### config.mk
export PLATFORM = sky130hd
export DESIGN_NAME = stage_d_issue
export DESIGN_NICKNAME = d
export VERILOG_FILES = /design/src/rtl/stage_d_issue.sv
export SDC_FILE = /design/constraint.sdc
export NUM_CORES = 1
export LEC_CHECK = 0
export ABC_AREA = 1
export CAP_MARGIN = 20
export CORE_MARGIN = 4
export CORE_UTILIZATION = 45
export DETAILED_ROUTE_END_ITERATION = 10
export PLACE_DENSITY_LB_ADDON = 0.3
export SYNTH_ARGS = -nofsm -noshare
export SYNTH_HDL_FRONTEND = slang
export SYNTH_SLANG_ARGS = --single-unit
### constraint.sdc
create_clock -name clk -period 1.85 [get_ports clk]
set_clock_uncertainty 0.1 [all_clocks]
set_input_delay 0.37 -clock clk [delete_from_list [all_inputs] [get_ports clk]]
set_output_delay 0.37 -clock clk [all_outputs]
set_load 0.02 [all_outputs]
### src/rtl/stage_d_issue.sv
// Decode/issue stage of a dual-issue in-order pipeline: holds the fetched
// instruction pair, detects intra-pair hazards and emits a registered issue packet.
module stage_d_issue #(
    parameter int                 DATA_W = 32,
    parameter int                 PC_W   = 15,
    parameter logic [DATA_W-1:0]  NOP    = 32'h00000013
) (
    input  logic              clk,
    input  logic              reset,
    input  logic              stall,
    input  logic              w_miss,
    input  logic [PC_W-1:0]   w_pc1,
    input  logic [PC_W-1:0]   w_pc2,
    input  logic [DATA_W-1:0] instruction1,
    input  logic [DATA_W-1:0] instruction2,
    output logic [PC_W-1:0]   F_D_pc1,
    output logic [PC_W-1:0]   F_D_pc2,
    output logic              next_is_single,
    output logic [PC_W-1:0]   D_pc1,
    output logic [PC_W-1:0]   D_pc2,
    output logic [DATA_W-1:0] D_ir1,
    output logic [DATA_W-1:0] D_ir2,
    output logic              D_valid1,
    output logic              D_valid2,
    output logic [15:0]       n_single,
    output logic [15:0]       n_dual
);

    localparam logic [6:0] OP_LUI    = 7'b0110111;
    localparam logic [6:0] OP_AUIPC  = 7'b0010111;
    localparam logic [6:0] OP_JAL    = 7'b1101111;
    localparam logic [6:0] OP_JALR   = 7'b1100111;
    localparam logic [6:0] OP_BRANCH = 7'b1100011;
    localparam logic [6:0] OP_LOAD   = 7'b0000011;
    localparam logic [6:0] OP_STORE  = 7'b0100011;
    localparam logic [6:0] OP_REG    = 7'b0110011;

    function automatic logic reads_rs1(input logic [6:0] op);
        return !((op == OP_LUI) || (op == OP_AUIPC) || (op == OP_JAL));
    endfunction

    function automatic logic reads_rs2(input logic [6:0] op);
        return (op == OP_REG) || (op == OP_STORE) || (op == OP_BRANCH);
    endfunction

    function automatic logic is_ctrl(input logic [6:0] op);
        return (op == OP_BRANCH) || (op == OP_JAL) || (op == OP_JALR);
    endfunction

    function automatic logic is_mem(input logic [6:0] op);
        return (op == OP_LOAD) || (op == OP_STORE);
    endfunction

    logic              fd_valid_q, fd_valid_d;
    logic [PC_W-1:0]   fd_pc1_q, fd_pc1_d;
    logic [PC_W-1:0]   fd_pc2_q, fd_pc2_d;
    logic [PC_W-1:0]   iss_pc1_q, iss_pc1_d;
    logic [PC_W-1:0]   iss_pc2_q, iss_pc2_d;
    logic [DATA_W-1:0] iss_ir1_q, iss_ir1_d;
    logic [DATA_W-1:0] iss_ir2_q, iss_ir2_d;
    logic              iss_vld1_q, iss_vld1_d;
    logic              iss_vld2_q, iss_vld2_d;
    logic [15:0]       n_single_q, n_single_d;
    logic [15:0]       n_dual_q, n_dual_d;

    logic [6:0] op1, op2;
    logic [4:0] rd1, rs1_2, rs2_2;
    logic       raw_hazard;
    logic       pair_hazard;
    logic       single;

    // Hazard detection on the pair currently presented by instruction memory
    always_comb begin
        op1         = instruction1[6:0];
        op2         = instruction2[6:0];
        rd1         = instruction1[11:7];
        rs1_2       = instruction2[19:15];
        rs2_2       = instruction2[24:20];
        raw_hazard  = (rd1 != 5'd0) &&
                      ((reads_rs1(op2) && (rd1 == rs1_2)) ||
                       (reads_rs2(op2) && (rd1 == rs2_2)));
        pair_hazard = is_ctrl(op1) || (is_mem(op1) && is_mem(op2)) || raw_hazard;
        single      = fd_valid_q && pair_hazard && !w_miss;
    end

    // A flush must reload the fetch PCs even while downstream is stalled
    always_comb begin
        fd_valid_d = 1'b1;
        fd_pc1_d   = fd_pc1_q;
        fd_pc2_d   = fd_pc2_q;
        if (w_miss || !stall) begin
            fd_pc1_d = w_pc1;
            fd_pc2_d = w_pc2;
        end
    end

    always_comb begin
        iss_pc1_d  = iss_pc1_q;
        iss_pc2_d  = iss_pc2_q;
        iss_ir1_d  = iss_ir1_q;
        iss_ir2_d  = iss_ir2_q;
        iss_vld1_d = iss_vld1_q;
        iss_vld2_d = iss_vld2_q;
        n_single_d = n_single_q;
        n_dual_d   = n_dual_q;
        if (w_miss) begin
            iss_ir1_d  = NOP;
            iss_ir2_d  = NOP;
            iss_vld1_d = 1'b0;
            iss_vld2_d = 1'b0;
        end else if (!stall) begin
            iss_pc1_d  = fd_pc1_q;
            iss_pc2_d  = fd_pc2_q;
            iss_ir1_d  = instruction1;
            iss_vld1_d = fd_valid_q;
            if (single) begin
                // slot 2 is dropped here and refetched as the next slot 1
                iss_ir2_d  = NOP;
                iss_vld2_d = 1'b0;
            end else begin
                iss_ir2_d  = instruction2;
                iss_vld2_d = fd_valid_q;
            end
            if (fd_valid_q) begin
                if (single) begin
                    n_single_d = n_single_q + 16'd1;
                end else begin
                    n_dual_d = n_dual_q + 16'd1;
                end
            end
        end
    end

    always_ff @(posedge clk or negedge reset) begin
        if (!reset) begin
            fd_valid_q <= 1'b0;
            fd_pc1_q   <= '0;
            fd_pc2_q   <= '0;
        end else begin
            fd_valid_q <= fd_valid_d;
            fd_pc1_q   <= fd_pc1_d;
            fd_pc2_q   <= fd_pc2_d;
        end
    end

    always_ff @(posedge clk or negedge reset) begin
        if (!reset) begin
            iss_pc1_q  <= '0;
            iss_pc2_q  <= '0;
            iss_ir1_q  <= NOP;
            iss_ir2_q  <= NOP;
            iss_vld1_q <= 1'b0;
            iss_vld2_q <= 1'b0;
            n_single_q <= '0;
            n_dual_q   <= '0;
        end else begin
            iss_pc1_q  <= iss_pc1_d;
            iss_pc2_q  <= iss_pc2_d;
            iss_ir1_q  <= iss_ir1_d;
            iss_ir2_q  <= iss_ir2_d;
            iss_vld1_q <= iss_vld1_d;
            iss_vld2_q <= iss_vld2_d;
            n_single_q <= n_single_d;
            n_dual_q   <= n_dual_d;
        end
    end

    assign F_D_pc1        = fd_pc1_q;
    assign F_D_pc2        = fd_pc2_q;
    assign next_is_single = single;
    assign D_pc1          = iss_pc1_q;
    assign D_pc2          = iss_pc2_q;
    assign D_ir1          = iss_ir1_q;
    assign D_ir2          = iss_ir2_q;
    assign D_valid1       = iss_vld1_q;
    assign D_valid2       = iss_vld2_q;
    assign n_single       = n_single_q;
    assign n_dual         = n_dual_q;

endmodule

After elaboration in Yosys (flattened, before gate mapping)

Index checks and enable logic that the tools add are counted.

Flip-flop bits (word level): 159
Input port bits: 98
Output and inout port bits: 159
Logic and storage cells: 66

Add/subtract/negate cells: 2
Equal/unequal tests: 15
Muxes and demuxes: 10
Bitwise operators: 3
Reduce and logical (&&, ||, !) cells: 25

Operators by type and width:

| operator                                               | number |
|---|---|
| 2-to-1 mux 32 bit                                      | 5 |
| equality test 7 bit (second input constant)            | 5 |
| adder 16 x 1 -> 16 bit (second input constant)         | 2 |
| equality test 7 x 6 -> 1 bit (second input constant)   | 4 |
| equality test 7 x 2 -> 1 bit (second input constant)   | 2 |
| logical OR 1 bit                                       | 12 |
| equality test 5 bit                                    | 2 |
| AND reduction 4 bit                                    | 2 |
| equality test 7 x 5 -> 1 bit (second input constant)   | 1 |
| logical AND 1 bit                                      | 6 |
| 2-to-1 mux 1 bit                                       | 5 |
| nonzero test 5 bit                                     | 1 |
| logical NOT 1 bit                                      | 3 |
| inverter 1 bit                                         | 3 |
| inequality test 2 x 1 -> 1 bit (second input constant) | 1 |
| AND reduction 2 bit                                    | 1 |

Logic depth before layout (Yosys ltp)

Gate-level depths: netlist of the first run.

Word-level depth: 13
Depth in mapped cells: 13
Mapped depth without buffers: 13

Least setup slack after synthesis of the first run

OpenSTA, ideal clock, no wires.

Path kind: in2out
Start point: in instruction2[2]
End point: out next_is_single
Arrival time: 1467 ps
Data required time: 1380 ps
Slack: -87 ps
Stages on the path: 12
Path buffers: 1
Cells stage by stage: inv_1 > nand2_1 > nor2_1 > nand2_1 > nor2_1 > nand2_1 > o21ai_2 > nand2_2 > nand2_4 > nand2_4 > buf_6 > nor2_1

Cells in the longest elaborated chain, start to end: 10
Elaborated cells between the ends (all ways): 22
Those cells by class: eq/ne (7); reduce/logical (15)

RTL lines:

| what                                                                                | RTL line | source |
|---|---|---|
| from (decl)                                                                         | 15       | `input logic [DATA_W-1:0] instruction2,` |
| equality test 7 x 6 -> 1 bit / equality test 7 x 5 -> 1 bit (equally long branches) | 39       | `return !((op == OP_LUI) \|\| (op == OP_AUIPC) \|\| (op == OP_JAL));` |
| logical OR 1 bit (2 in series)                                                      | 39       |  |
| logical NOT 1 bit                                                                   | 39       |  |
| logical AND 1 bit                                                                   | 80       | `((reads_rs1(op2) && (rd1 == rs1_2)) \|\|` |
| logical OR 1 bit                                                                    | 80       |  |
| logical AND 1 bit                                                                   | 79       | `raw_hazard = (rd1 != 5'd0) &&` |
| logical OR 1 bit (*)                                                                | 82       | `pair_hazard = is_ctrl(op1) \|\| (is_mem(op1) && is_mem(op2)) \|\| raw_hazard;` |
| logical AND 1 bit (*) (2 in series)                                                 | 83       | `single = fd_valid_q && pair_hazard && !w_miss;` |
| to (decl)                                                                           | 18       | `output logic next_is_single,` |

Mark *: on every way between the ends. The rest lies on a longest branch, timed or not.

Worst setup path after layout of the first run

Start point: in instruction2[22]
End point: out next_is_single

Cells in the longest elaborated chain, start to end: 7

RTL lines:

| what                            | RTL line | source |
|---|---|---|
| equality test 5 bit             | 81       | `(reads_rs2(op2) && (rd1 == rs2_2)));` |
| logical AND 1 bit               | 81       |  |
| logical OR 1 bit                | 80       |  |
| logical AND 1 bit               | 79       |  |
| logical OR 1 bit                | 82       |  |
| logical AND 1 bit (2 in series) | 83       |  |

Every way passes these cells.

==> metrics.md, run 1 <==
| Metric | Value |
|---|---|
| Status | finished with violations |
| Failing checks | negative setup slack |
| Vias in the first global route | 6456 |
| Final Max Tran Viols | 0 |
| Area contributors post-synth | dfrtp_1, nand2_1, nand3_1, a22o_1, inv_1 |
| Switching power | 0.00296 W |
| Final Hold Viols | 0 |
| Mean Syn Cell Area | 8.71 µm² |
| Skew-Pair Late Insertion Delay | 0.42 ns |
| Met2 usage | 39.7% |
| DR vias | 6351 |
| Hold Path Class | in -> reg |
| Yosys warning count | 0 |
| Avg WL per Cell | 15.8 µm |
| First-pass GRT wire length | 32800 µm |
| Overall power | 0.00988 W |
| Die width | 132 µm |
| Total track usage | 23.4% |
| Pwr Density | 936 mW/mm² |
| Static leakage | 5.66 nW |
| Full die area | 0.0175 mm² |
| Die height | 132 µm |
| Area growth syn-to-layout | 51.6% |
| DR pass1 iterations | 5 |
| Core area | 0.0152 mm² |
| Synth top area share | 55.0% |
| Drt via density | 4.89 |
| Met1 Resource Use GR | 28.0% |
| CP startpoint kind | input pin |
| Crit path kind | in -> out |
| DRT iter0 DRCs | 336 |
| Port Buf Inserts | 256 |
| Final setup TNS | -0.0164 ns |
| Logic pwr share | 21.0% |
| Final setup margin | -0.0164 ns |
| M3 GR Usage | 7.68% |
| Syn Std Cell Area | 0.00697 mm² |
| Nets | 1197 |
| CTS tree | built |
| Clock Power Share | 36.8% |
| Ys flop type | dfrtp_1 |
| Gpl congestion | 0.864 |
| Clock Sinks | 159 |
| Post-Place Setup Slack | -0.973 ns |
| Leading area contributor after synthesis | dfrtp_1 |
| Worst Path Max Fanout | 2 |
| Seq pwr share | 42.2% |
| Peak VDD IR | 623 µV |
| Pint | 0.00692 W |
| Share of the yosys chip area belonging to registers | 57.2% |
| Max Clk Rate | 536 MHz |
| Final WL | 20500 µm |
| RSZ-0062 raised after global routing | yes |
| Ant diodes | 0 |
| Clock Path Buffers | 2 |
| IO Count | 257 |
| Initial antenna violation count | 0 |
| Post-route ant nets | 0 |
| Post-synth ARST share | 100% |
| Crit share post-route | 101% |
| Synth Instances | 800 |
| Largest net degree at the start of global routing | 76 |
| Num CTS Buffers | 17 |
| Switching Fraction | 30.0% |
| Mapped Nets | 900 |
| Commonest non-fill, non-tap cell in the layout | nand2_1 |
| Layout cells sized above 1 | 14.3% |
| Post-Place Cells | 1256 |
| GRT Max-Usage Layer | met2 |
| Setup violations, final | 1 |
| Flops & latches, synth | 159 |
| Initial core utilization | 45.8% |
| CTS root buf | clkbuf_16 |
| H-tree levels | 4 |
| WP data required | 1.38 ns |
| Detailed placement HPWL | 14400 µm |
| Post-synth EDFFs | 0 |
| Grt ovf | 0 |
| Final Critical Period | 1.87 ns |
| Row count | 45 |
| Drc violations | 0 |
| Clk pin slew, worst setup/hold paths | 0.06 ns |
| Most frequent cells in the layout | nand2_1, dlygate4sd2_1, dfrtp_1 |
| CP endpoint kind | output port |
| Critical Path AT | 1.40 ns |
| Layout Cells excl Fill | 1298 |
| Max-Cap Viols | 0 |
| Number of distinct library cells after synthesis | 35 |
## path summary, 6_finish.rpt
path / cells past startpoint / from / slack, ns / to
worst max-delay path: 10 / instruction2[22] / -0.02 / next_is_single
worst min-delay path: 3 / instruction2[19] / 0.10 / D_ir2[19]
worst max register to register: 7 / n_dual[0] / 0.14 / n_dual[14]
worst min register to register: 2 / D_pc2[4] / 0.36 / D_pc2[4]
max in group asynchronous: 3 / reset / 0.85 / D_ir1[4]
min in group asynchronous: 3 / reset / 0.38 / D_ir2[13]
## Yosys cell counts (4+ instances only)
master    instances
nand2_1         352
dfrtp_1         153
nand3_1          58
inv_1            49
nor2_1           28
a22o_1           22
clkbuf_1         19
o21ai_0          16
xor2_1           16
xnor2_1          14
nor3_1            9
o21ai_1           7
buf_1             6
buf_6             6
dfstp_2           6
o21ai_2           5
inv_2             4
## cells by family after synthesis
family | after synthesis | share of synthesized area [%]
compound gates | 54 | 5.50
xor+xnor | 31 | 4.01
fa+ha+maj | 2 | 0.359
buf+inv | 88 | 5.50
flops | 159 | 57.2
other cells | 1 | 0.0538
simple gates | 465 | 27.4
## repair_timing
item	CTS	global route
endpoints found under the hold margin	153	0
buffers inserted	6	1
endpoints found under the setup margin	187	33
pin swaps	11	19
cloned	2	0
gates resized for setup	207	71
hold buffers	1	0
## sequential cells by signal, summed over array words and instances (netlist names)
signal and count:
D_ir1 32, D_ir2 32, n_dual 16, n_single 16, D_pc1 15, D_pc2 15
F_D_pc1 15, F_D_pc2 15, D_valid1 1, D_valid2 1, fd_valid_q 1
## layout make-up
cell class	count	area, µm²
inverters	53	199
clock buffers	20	457
fillers	1234	4640
flip-flops and latches	159	3990
multi-input cells	553	2660
well taps	188	235
repair buffers	313	2860
clock inverters	12	159
## routing by layer
layer	wire length, µm	share of wire [%]	up-vias
li1	-	-	3117
met5	0	0	-
met4	514	2.5	0
met2	10400	51	202
met1	8110	40	3000
met3	1510	7.4	32
## metrics by stage
stage	util, %	hold slack [ns]	area [µm²]
final	69.5	0.105	10600
after global routing	69.5	0.121	10600
after global placement	66.2	0.255	10100
after CTS	69.7	0.218	10600
after floorplan	-	-0.0256	6970
after detailed placement	66.2	0.255	10100
## critical path: stages
cell             delay [ns]
clkdlybuf4s15_1        0.22
xor2_1                 0.16
nor2_1                 0.11
nand2_1                0.06
o21ai_2                0.06
nand2_2                0.09
nand2_4                0.08
nand2_4                0.05
nor2_4                 0.08
buf_6                  0.12
## power groups by stage
stage	Sequential (W)	Combinational [W]	Clock (W)
after global routing	0.00422	0.00226	0.00385
final	0.00417	0.00208	0.00363
after global placement	0.00422	0.00229	0
after detailed placement	0.00423	0.00233	0
after CTS	0.00417	0.00210	0.00369
after floorplan	0.00463	0.000601	0
(Power assumes the default switching activity.)
==> run 2: changes to the inputs <==
--- a/config.mk
+++ b/config.mk
@@ -7,7 +7,6 @@
 export LEC_CHECK = 0
 export ABC_AREA = 1
 export CAP_MARGIN = 20
-export CORE_MARGIN = 4
 export CORE_UTILIZATION = 45
 export DETAILED_ROUTE_END_ITERATION = 10
 export PLACE_DENSITY_LB_ADDON = 0.3
==> metrics.md, run 2 (same netlist as run 1, synthesis figures left out) <==
| Metric | Value |
|---|---|
| Status | completed |
| Multi-input logic area | 0.00268 mm² |
| Post-Place Cells | 1257 |
| CTS root buf | clkbuf_16 |
| DR vias | 6376 |
| # fillers | 1269 |
| CP startpoint kind | input pin |
| Clock Path Buffers | 2 |
| Max Clk Rate | 543 MHz |
| Skew-Pair Late Insertion Delay | 0.42 ns |
| Num CTS Buffers | 17 |
| Die height | 126 µm |
| Worst Path Max Fanout | 2 |
| Gpl congestion | 0.916 |
| DRT iter0 DRCs | 305 |
| Initial antenna violation count | 1 |
| Overall power | 0.00965 W |
| WP data required | 1.38 ns |
| Largest net degree at the start of global routing | 49 |
| H-tree levels | 4 |
| Hold Worst Slack | 0.111 ns |
| Layout cells sized above 1 | 14.5% |
| Commonest non-fill, non-tap cell in the layout | nand2_1 |
| Layout Cells excl Fill | 1299 |
| Grt ovf | 0 |
| Port Buf Inserts | 256 |
| First-pass GRT wire length | 32000 µm |
| Full die area | 0.0160 mm² |
| Detailed placement HPWL | 14000 µm |
| Crit share post-route | 99.5% |
| Core area | 0.0151 mm² |
| Clock Sinks | 159 |
| Hold Path Class | in -> reg |
| Row count | 45 |
| Total track usage | 25.9% |
| Die width | 126 µm |
| DR pass1 iterations | 7 |
| Nets | 1197 |
| Drt via density | 4.91 |
| Peak VDD IR | 604 µV |
| Static leakage | 5.65 nW |
| Reg2reg path depth | 7 |
| Setup violations, final | 0 |
| Final Critical Period | 1.84 ns |
| Most frequent cells in the layout | nand2_1, dlygate4sd2_1, dfrtp_1 |
| Pwr Density | 918 mW/mm² |
| Worst hold path cell count | 3 |
| Vias in the first global route | 6232 |
| CP endpoint kind | output port |
| Crit path kind | in -> out |
| Final Hold Viols | 0 |
| Post-route ant nets | 0 |
| Final Max Tran Viols | 0 |
| RSZ-0062 raised after global routing | yes |
| Drc violations | 0 |
| IO Count | 257 |
| Final WL | 19800 µm |
| Reg area | 0.00399 mm² |
| Avg WL per Cell | 15.2 µm |
| Critical Path AT | 1.37 ns |
| Max-Cap Viols | 0 |
| CTS tree | built |
| Initial core utilization | 46.0% |
| Clk pin slew, worst setup/hold paths | 0.07 ns |
| Area growth syn-to-layout | 50.9% |
==> run 2: cell types whose count changed in the layout (fill, tap and decap cells not counted), sizes merged <==
cell           delta
buf               +4
clkbuf            -8
dlygate4sd2       -4
dlymetal6s2s      +3
clkinv            -1
clkdlybuf4s15     +2
bufinv            -2
inv               +6
diode             +1
==> run 2: layout make-up <==
type,instances,share of cell area [%]
inverters,53,1.89
diodes,1,0.0238
multi-input cells,553,25.5
repair buffers,313,27.0
well taps,188,2.24
clock inverters,15,1.44
clock buffers,17,4.05
flip-flops and latches,159,37.9
==> run 2: report_power, final <==
group          switching, W  leakage, nW  total (W)  internal [W]
sequential         0.000327         2.04    0.00417       0.00384
combinational       0.00118         3.33    0.00206      0.000873
clock               0.00154        0.279    0.00343       0.00190
total               0.00305         5.65    0.00965       0.00661
==> run 2: per-stage QoR <==
| stage | worst slack (ns) | utilization, % | TNS (ns) | area [µm²] |
|---|---|---|---|---|
| CTS | -0.222 | 69.2 | -0.309 | 10500 |
| detailed placement | -0.964 | 66.4 | -38.76 | 10000 |
| global placement | -0.934 | 66.4 | -36.63 | 10000 |
| finish | 0.00835 | 69.4 | 0 | 10500 |
| floorplan | 0.00512 | - | 0 | 6970 |
| global route | -0.0559 | 69.4 | -0.0559 | 10500 |
==> run 2: worst paths after layout <==
kind / slack [ns] / endpoint / startpoint
min: 0.11 / D_ir2[23] / instruction2[23]
max in group asynchronous: 0.74 / n_single[0] / reset
max reg2reg: 0.14 / n_single[14] / n_single[0]
min in group asynchronous: 0.29 / D_ir2[18] / reset
max: 0.008 / next_is_single / instruction2[0]
min reg2reg: 0.37 / D_pc2[2] / D_pc2[2]
==> run 2: critical path: stages <==
cell and delay [ns]:
clkbuf_2 0.12, nand2_4 0.07, nor2_4 0.12, nand2_1 0.06, nor2_1 0.09, nand2_1 0.06
o21ai_2 0.06, nand2_2 0.08, nand2_4 0.07, nand2_4 0.06, nor2_4 0.08, buf_6 0.12
==> run 2: repair_timing <==
item	in CTS	in global routing
resized for setup	199	89
pin swaps	8	23
hold buffers	1	0
hold endpoints to repair	21	0
setup endpoints to repair	187	66
buffers inserted	5	3
==> run 2: routing by layer <==
metal  vias to the layer above  part of all wire [%]  track usage [%]  wire length, µm
met1                      3034                    41             31.8             8100
li1                       3115                     -                -                -
met5                         -                     0                0                0
met2                       195                    50             43.8             9930
met4                         0                   2.3             9.64              453
met3                        32                   6.7             7.04             1330
==> run 3: changes to the inputs <==
--- a/config.mk
+++ b/config.mk
@@ -7,6 +7,7 @@
 export LEC_CHECK = 0
 export ABC_AREA = 1
 export CAP_MARGIN = 20
+export CORE_ASPECT_RATIO = 1.4
 export CORE_UTILIZATION = 45
 export DETAILED_ROUTE_END_ITERATION = 10
 export PLACE_DENSITY_LB_ADDON = 0.3
==> metrics.md, run 3 (same netlist as run 1, synthesis figures left out) <==
| Metric | Value |
|---|---|
| Status | finished with violations |
| Failing checks | negative setup slack |
| Full die area | 0.0160 mm² |
| Layout Cells excl Fill | 1296 |
| Row count | 53 |
| Die height | 149 µm |
| Most frequent cells in the layout | nand2_1, dlygate4sd2_1, dfrtp_1 |
| CTS root buf | clkbuf_16 |
| Final setup margin | -0.0115 ns |
| DR pass1 iterations | 5 |
| Final core occ | 70.2% |
| Overall power | 0.00979 W |
| Hold Worst Slack | 0.0985 ns |
| Peak VDD IR | 574 µV |
| Setup violations, final | 1 |
| Initial core utilization | 46.3% |
| Clk pin slew, worst setup/hold paths | 0.06 ns |
| Clock Path Buffers | 2 |
| Worst r2r src | n_dual[1] |
| Post-route ant nets | 0 |
| Critical Path AT | 1.39 ns |
| Detailed placement HPWL | 14300 µm |
| WP data required | 1.38 ns |
| Largest net degree at the start of global routing | 46 |
| Final Max Tran Viols | 0 |
| CP endpoint kind | output port |
| Crit share post-route | 101% |
| Avg WL per Cell | 15.5 µm |
| DRT iter0 DRCs | 233 |
| Max Clk Rate | 537 MHz |
| CP startpoint kind | input pin |
| IO Count | 257 |
| Total track usage | 26.4% |
| CP Launch Point | instruction1[4] |
| Drc violations | 0 |
| Placed instance area | 0.0101 mm² |
| Area growth syn-to-layout | 51.7% |
| Drt via density | 4.95 |
| H-tree levels | 4 |
| First-pass GRT wire length | 32600 µm |
| Die width | 107 µm |
| Initial antenna violation count | 1 |
| Layout cells sized above 1 | 13.9% |
| Worst hold path endpoint | D_ir2[2] |
| Commonest non-fill, non-tap cell in the layout | nand2_1 |
| Vias in the first global route | 6493 |
| Max-Cap Viols | 0 |
| Hold Path Class | in -> reg |
| HP Start | instruction2[2] |
| Crit path kind | in -> out |
| DR vias | 6414 |
| Final Critical Period | 1.86 ns |
| Post-Place Cells | 1258 |
| Static leakage | 5.70 nW |
| Num CTS Buffers | 17 |
| Grt ovf | 0 |
| Reg2reg path depth | 7 |
| Gpl congestion | 0.903 |
| Pwr Density | 927 mW/mm² |
| RSZ-0062 raised after global routing | yes |
| Final Hold Viols | 0 |
| Final Cell Area | 0.0106 mm² |
| CTS tree | built |
| Port Buf Inserts | 256 |
| Worst hold path cell count | 3 |
| Final WL | 20100 µm |
| Worst Path Max Fanout | 2 |
| Worst R2R End | n_dual[14] |
| Nets | 1190 |
| Clock Sinks | 159 |
| Skew-Pair Late Insertion Delay | 0.41 ns |
| Core area | 0.0151 mm² |
| Worst reg2reg setup slack | 0.22 ns |
## run 3: changes by cell type in the layout (fill, tap and decap cells not counted), sizes merged
cell           change
clkdlybuf4s15      +2
buf                -5
dlygate4sd2        -4
clkinvlp           +3
clkbuf             -3
clkinv             -5
bufinv             +1
inv                -1
dlymetal6s2s       +5
## run 3: through the flow
step	worst slack (ns)	setup TNS [ns]
2_1_floorplan	0.00512	0
3_5_place_dp	-1.00	-36.75
4_1_cts	-0.198	-0.198
6_report	-0.0115	-0.0115
3_3_place_gp	-0.988	-35.77
5_1_grt	-0.108	-0.108
## run 3: timing repair
action / in CTS / in global routing
resized for setup: 205 / 92
buffers inserted: 1 / 3
hold buffers: 1 / 0
endpoints found under the setup margin: 202 / 11
hold endpoints to repair: 33 / 0
pin swaps: 15 / 25
## run 3: critical path, cell delays in order
cell	delay, ns
clkdlybuf4s15_1	0.19
inv_2	0.08
nand3_4	0.08
a221oi_2	0.21
nand2_2	0.11
nand2_4	0.09
nand2_4	0.05
nor2_4	0.08
buf_6	0.13
## run 3: worst max-delay path by stage
stage,to,slack [ns],cells after the start
3_5_place_dp,next_is_single,-1.00,11
3_3_place_gp,next_is_single,-0.99,11
5_1_grt,next_is_single,-0.11,13
6_report,next_is_single,-0.01,9
4_1_cts,next_is_single,-0.20,13
2_1_floorplan,next_is_single,0.005,12
## run 3: cell type report
type                    instances  area (µm²)
clock inverters                13         155
diodes                          1        2.50
clock buffers                  19         433
inverters                      53         206
fillers                      1224        4490
well taps                     192         240
multi-input cells             553        2690
repair buffers                306        2850
flip-flops and latches        159        3990
## run 3: layer usage
metal,share of wire (%),vias up,wire length [µm],track usage (%)
met5,0,-,0,0
met2,52,231,10400,45.8
met4,4.0,0,810,13.2
met1,38,3037,7710,30.7
met3,5.6,50,1120,5.68
li1,-,3096,-,-
## run 3: power breakdown
group | total, W | switching, W | internal (W) | leakage, nW
clock | 0.00353 | 0.00150 | 0.00203 | 0.271
combinational | 0.00211 | 0.00121 | 0.000898 | 3.39
sequential | 0.00415 | 0.000311 | 0.00384 | 2.04
